File: src/rtl/flash_loader.sv
// Boot-time program loader: receives a framed byte stream, assembles
// little-endian 32-bit words, writes them to sequential instruction-memory
// addresses and holds the CPU until the image checksum has been verified.
//
// Ports:
//   clk, rst            clock, synchronous active-low reset
//   byte_valid/data     incoming stream byte
//   byte_ready          loader accepts a byte this cycle
//   reload              restart request (honoured in DONE/ERR only)
//   flash_en/addr/data  registered single-cycle write port to the datapath
//   cpu_hold            CPU held in reset while high
//   done, error         image verified / bad length or checksum (sticky)
//   words_written       words written in the current load
module flash_loader #(
  parameter int unsigned WIDTH      = 32,
  parameter int unsigned ADDR_WIDTH = 11
) (
  input  logic                  clk,
  input  logic                  rst,
  input  logic                  byte_valid,
  input  logic [7:0]            byte_data,
  output logic                  byte_ready,
  input  logic                  reload,
  output logic                  flash_en,
  output logic [ADDR_WIDTH-1:0] flash_addr,
  output logic [WIDTH-1:0]      flash_data,
  output logic                  cpu_hold,
  output logic                  done,
  output logic                  error,
  output logic [ADDR_WIDTH:0]   words_written
);

  localparam int unsigned WW_W      = ADDR_WIDTH + 1;
  localparam int unsigned MAX_WORDS = 1 << ADDR_WIDTH;

  typedef enum logic [2:0] {
    S_LEN_LO, S_LEN_HI, S_DATA, S_WRITE, S_CHK, S_DONE, S_ERR
  } state_t;

  state_t                  state_q, state_n;
  logic [15:0]             len_q, len_n;
  logic [23:0]             lane_q, lane_n;
  logic [1:0]              lane_cnt_q, lane_cnt_n;
  logic [7:0]              csum_q, csum_n;
  logic [WW_W-1:0]         ww_q, ww_n;
  logic                    flash_en_n;
  logic [ADDR_WIDTH-1:0]   flash_addr_n;
  logic [WIDTH-1:0]        flash_data_n;
  logic                    xfer;

  // Ready is gated by reset so nothing is taken while the loader is held.
  always_comb begin
    byte_ready = 1'b0;
    case (state_q)
      S_LEN_LO, S_LEN_HI, S_DATA, S_CHK: byte_ready = rst;
      default:                           byte_ready = 1'b0;
    endcase
  end

  assign xfer          = byte_valid && byte_ready;
  assign words_written = ww_q;

  // State and datapath registers.
  always_ff @(posedge clk) begin
    if (!rst) begin
      state_q    <= S_LEN_LO;
      len_q      <= '0;
      lane_q     <= '0;
      lane_cnt_q <= '0;
      csum_q     <= '0;
      ww_q       <= '0;
      flash_en   <= 1'b0;
      flash_addr <= '0;
      flash_data <= '0;
      done       <= 1'b0;
      error      <= 1'b0;
      cpu_hold   <= 1'b1;
    end else begin
      state_q    <= state_n;
      len_q      <= len_n;
      lane_q     <= lane_n;
      lane_cnt_q <= lane_cnt_n;
      csum_q     <= csum_n;
      ww_q       <= ww_n;
      flash_en   <= flash_en_n;
      flash_addr <= flash_addr_n;
      flash_data <= flash_data_n;
      done       <= (state_n == S_DONE);
      error      <= (state_n == S_ERR);
      cpu_hold   <= (state_n != S_DONE);
    end
  end

  // Next-state and next-datapath logic.
  always_comb begin
    state_n      = state_q;
    len_n        = len_q;
    lane_n       = lane_q;
    lane_cnt_n   = lane_cnt_q;
    csum_n       = csum_q;
    ww_n         = ww_q;
    flash_en_n   = 1'b0;
    flash_addr_n = flash_addr;
    flash_data_n = flash_data;

    case (state_q)
      S_LEN_LO: begin
        if (xfer) begin
          len_n   = {8'h00, byte_data};
          state_n = S_LEN_HI;
        end
      end
      S_LEN_HI: begin
        if (xfer) begin
          len_n = {byte_data, len_q[7:0]};
          if (len_n == 16'h0000)               state_n = S_CHK;
          else if (32'(len_n) > MAX_WORDS)     state_n = S_ERR;
          else                                 state_n = S_DATA;
        end
      end
      S_DATA: begin
        if (xfer) begin
          csum_n     = csum_q ^ byte_data;
          lane_cnt_n = lane_cnt_q + 2'd1;
          case (lane_cnt_q)
            2'd0:    lane_n[7:0]   = byte_data;
            2'd1:    lane_n[15:8]  = byte_data;
            2'd2:    lane_n[23:16] = byte_data;
            default: begin
              // Lane 3 completes the word: register the write for next cycle.
              flash_en_n   = 1'b1;
              flash_addr_n = ww_q[ADDR_WIDTH-1:0];
              flash_data_n = WIDTH'({byte_data, lane_q});
              state_n      = S_WRITE;
            end
          endcase
        end
      end
      S_WRITE: begin
        // words_written doubles as the write index; it stops at the length.
        ww_n = ww_q + WW_W'(1);
        if (32'(ww_n) == 32'(len_q)) state_n = S_CHK;
        else                         state_n = S_DATA;
      end
      S_CHK: begin
        if (xfer) state_n = (byte_data == csum_q) ? S_DONE : S_ERR;
      end
      S_DONE, S_ERR: begin
        if (reload) begin
          state_n    = S_LEN_LO;
          len_n      = '0;
          lane_n     = '0;
          lane_cnt_n = '0;
          csum_n     = '0;
          ww_n       = '0;
        end
      end
      default: state_n = S_LEN_LO;
    endcase
  end

endmodule

File: config.mk
export PLATFORM = sky130hd
export DESIGN_NAME = flash_loader
export DESIGN_NICKNAME = d
export VERILOG_FILES = /design/src/rtl/flash_loader.sv
export SDC_FILE = /design/constraint.sdc
export NUM_CORES = 1
export LEC_CHECK = 0
export BUFFER_PORTS_ARGS = -buffer_cell sky130_fd_sc_hd__buf_2
export CORE_ASPECT_RATIO = 0.9
export CORE_MARGIN = 3
export CORE_UTILIZATION = 35
export DETAILED_ROUTE_END_ITERATION = 8
export HOLD_SLACK_MARGIN = 0.06
export PLACE_DENSITY = 0.61
export SLEW_MARGIN = 20
export SYNTH_ARGS = -nofsm -noshare
export SYNTH_HDL_FRONTEND = slang
export SYNTH_SLANG_ARGS = --single-unit
File: constraint.sdc
create_clock -name clk -period 3.7 [get_ports clk]
set_input_delay 0.74 -clock clk [delete_from_list [all_inputs] [get_ports clk]]
set_output_delay 0.74 -clock clk [all_outputs]
set_load 0.01 [all_outputs]
==> metrics.cfg <==
[run_status]
run_status = finished, final reports clean

[timing]
fin_crit_sh_pct = 66.9
fmax_mhz = 404
slew_headroom_pct = 29.0
finalHoldViolCount = 0
rsz0062_at_grt = no
maxSlewViolCount = 0
worst_pin_slew_ps = 1070
finalSetupViolations = 0
fin_crit_ps = 2480
skew_ps = 11.3
fin_setup_tns_ps = 0

[setup_path]
crit_required_ps = 3970
cp-end-kind = flip-flop
crit_path_start_kind = flip-flop
rr_worst_depth = 6
r2r_end = flash_addr[5]$_SDFFE_PN0P_
cp_data_arrival_time_ps = 2740
path_max_fanout = 44
crit-reg2reg-launch = state_q[1]$_SDFF_PN0_
r2r_slack_ps = 1220
critPathKind = reg -> reg

[yosys]
synthMuxAreaShare_pct = 2.45
syn_inst = 636
synth_area_mm2 = 0.00495
yosys_warnings = 0
async_flop_share_pct = 0
synth_top_area_share_pct = 45.3
ys.flop_type = dfxtp_1
ys_seq_area_share_pct = 45.3
yosys-top-cells-area = dfxtp_1, nand2_1, a21oi_1
yosys.area_share.adder_pct = 1.26
synthSimpleGateAreaFrac_pct = 27.5
synth.avg_cell_area_um2 = 7.78
yosys.area.top_type = dfxtp_1
yosysUniqueCellTypes = 51
ys_ff_latch = 112
synth_compound_area_share_pct = 14.3
synth_top_family_by_area = simple AND/OR/NAND/NOR gates
synth-edff-count = 0
synth_xor_area_share_pct = 4.60
synth.net_count = 653

[global_routing]
grt_overflow = 0
grtUsageTotal_pct = 16.1
grt_pass1_wl_mm = 20.8
gr-usage-met2_pct = 27.0
grt_pass1_vias = 4332
met1_usage_pct = 20.7
grt.busiest_layer = met2
antenna_found_initial = 0
met3_usage_pct = 4.01
grt_max_degree = 103

[flow_run]
maxCapViolations = 0

[clock_tree]
insertion_delay_ps = 350
postCtsSetupRepairBufs = 0
clockBufferDepth = 2
numClockSinks = 112
cts_root_buf = clkbuf_16
cts.htree.levels = 3
path_clk_slew_ps = 70
hold_buffers = 0
cts_tree = built
cts_inserted_buffers = 9
ctsResizeCount = 0

[route]
ant_nets = 0
drt-total-wl_mm = 12.6
dr.pass1.iters = 7
vias = 4448
drt_iter0_markers = 277
drc = 0
avgRoutedWirePerCell_um = 14.4
viasPerCell = 5.11

[hold_path]
worstHoldEndpoint = flash_data[0]$_SDFFE_PN0P_
min_path_cells = 2
min_path_type = reg -> reg
hold_start = flash_data[0]$_SDFFE_PN0P_

[final_layout]
n_fill_cell = 1415
final_nets = 693
layout_common_cells = nand2_1, dfxtp_1, a21oi_1, buf_2, nor2_1
drive_gt1_share_pct = 15.4
diodes = 0
final_common_cell = nand2_1
area_growth_pct = 14.4
fin_util_pct = 41.6

[placed_design]
io_buffers = 71
dp_hpwl_mm = 8.75
gp_congestion = 0.828

[floorplanning]
fp.dieH_um = 119
initial_core_util_pct = 36.4
rows = 40
fp.coreArea_mm2 = 0.0136
die_w_um = 131
io_pins = 72
dieArea_mm2 = 0.0156

[power_and_ir_drop]
power.density_mw_per_mm2 = 420
power.ir.vdd_worst_v = 0.000232
p_leak_nw = 2.06

==> metrics by stage <==
stage | setup slack (ps) | hold WS (ps) | total power, mW | instance area, um^2 | instances
floorplan | 1470 | 432 | 1.38 | 4950 | 636
global placement | 1260 | 442 | 1.42 | 5370 | 854
detailed placement | 1190 | 445 | 1.42 | 5370 | 854
CTS | 1210 | 455 | 2.41 | 5670 | 870
global route | 917 | 475 | 2.47 | 5670 | 870
finish | 1220 | 452 | 2.38 | 5670 | 870
==> worst max-delay path: stages, from the launching register on <==
cell,delay [ps]
dfxtp_1,580
or3b_1,490
nor2_2,380
nand2_2,110
inv_2,520
nand2_1,140
a21oi_1,150
==> area by class of cell <==
class	instances	area (um^2)	share of cell area (%)
inverter	6	22.5	0.398
tap	189	236	4.17
timing repair buffer	74	378	6.67
clock inverter	6	66.3	1.17
multi-input combinational	473	2490	44.0
sequential	112	2240	39.6
clock buffer	10	229	4.04
==> power by group <==
group | switching [mW] | total [mW] | internal, mW | leakage (nW)
Sequential | 0.0226 | 1.24 | 1.22 | 0.903
Clock | 0.452 | 0.982 | 0.530 | 0.147
Combinational | 0.0989 | 0.153 | 0.0545 | 1.01
==> Yosys cell counts, drive strengths merged, types with 2 or more instances <==
cell    count
nor4        9
clkbuf     31
or4b        2
nand2     161
o21ai      26
o21a        2
xnor2      22
nor2       44
a31oi       4
ha          5
a21oi      95
or3         2
nand2b      5
nand3b      7
xor2        4
nand4       5
nand3      26
or4         2
nor3        8
a21boi      2
nor3b       6
and2       11
mux2i      11
buf        14
or2         3
dfxtp     112
nor2b       2
inv         6
==> state kept, by name, indices dropped and copies added (netlist names) <==
signal	count
flash_data	32
lane_q	24
len_q	16
words_written	12
flash_addr	11
csum_q	8
state_q	3
lane_cnt_q	2
cpu_hold	1
done	1
error	1
flash_en	1
==> worst max path at each step <==
stage	start	to	slack [ps]	depth (start not counted)
after global routing	state_q[1]$_SDFF_PN0_	flash_data[16]$_SDFFE_PN0P_	920	6
after global placement	rst	flash_data[24]$_SDFFE_PN0P_	1260	7
after CTS	state_q[1]$_SDFF_PN0_	flash_data[19]$_SDFFE_PN0P_	1210	6
after floorplan	rst	byte_ready	1470	4
after detailed placement	rst	flash_data[19]$_SDFFE_PN0P_	1190	7
final	state_q[1]$_SDFF_PN0_	flash_addr[5]$_SDFFE_PN0P_	1220	6
==> per-layer routing <==
| layer | share of wire (%) | up-vias |
|---|---|---|
| li1 | - | 2220 |
| met1 | 47 | 2099 |
| met2 | 47 | 115 |
| met3 | 5.7 | 14 |
| met4 | 1.1 | 0 |
| met5 | 0 | - |
==> logic make-up (layout without fill, tap and decap cells) <==
logic type      Yosys count  in the layout
simple gates            295            295
compound gates          135            135
flops                   112            112
buf+inv                  51             96
xor+xnor                 26             26
mux                      12             12
fa+ha+maj                 5              5
No activity file was read; power rests on OpenSTA's default activity.
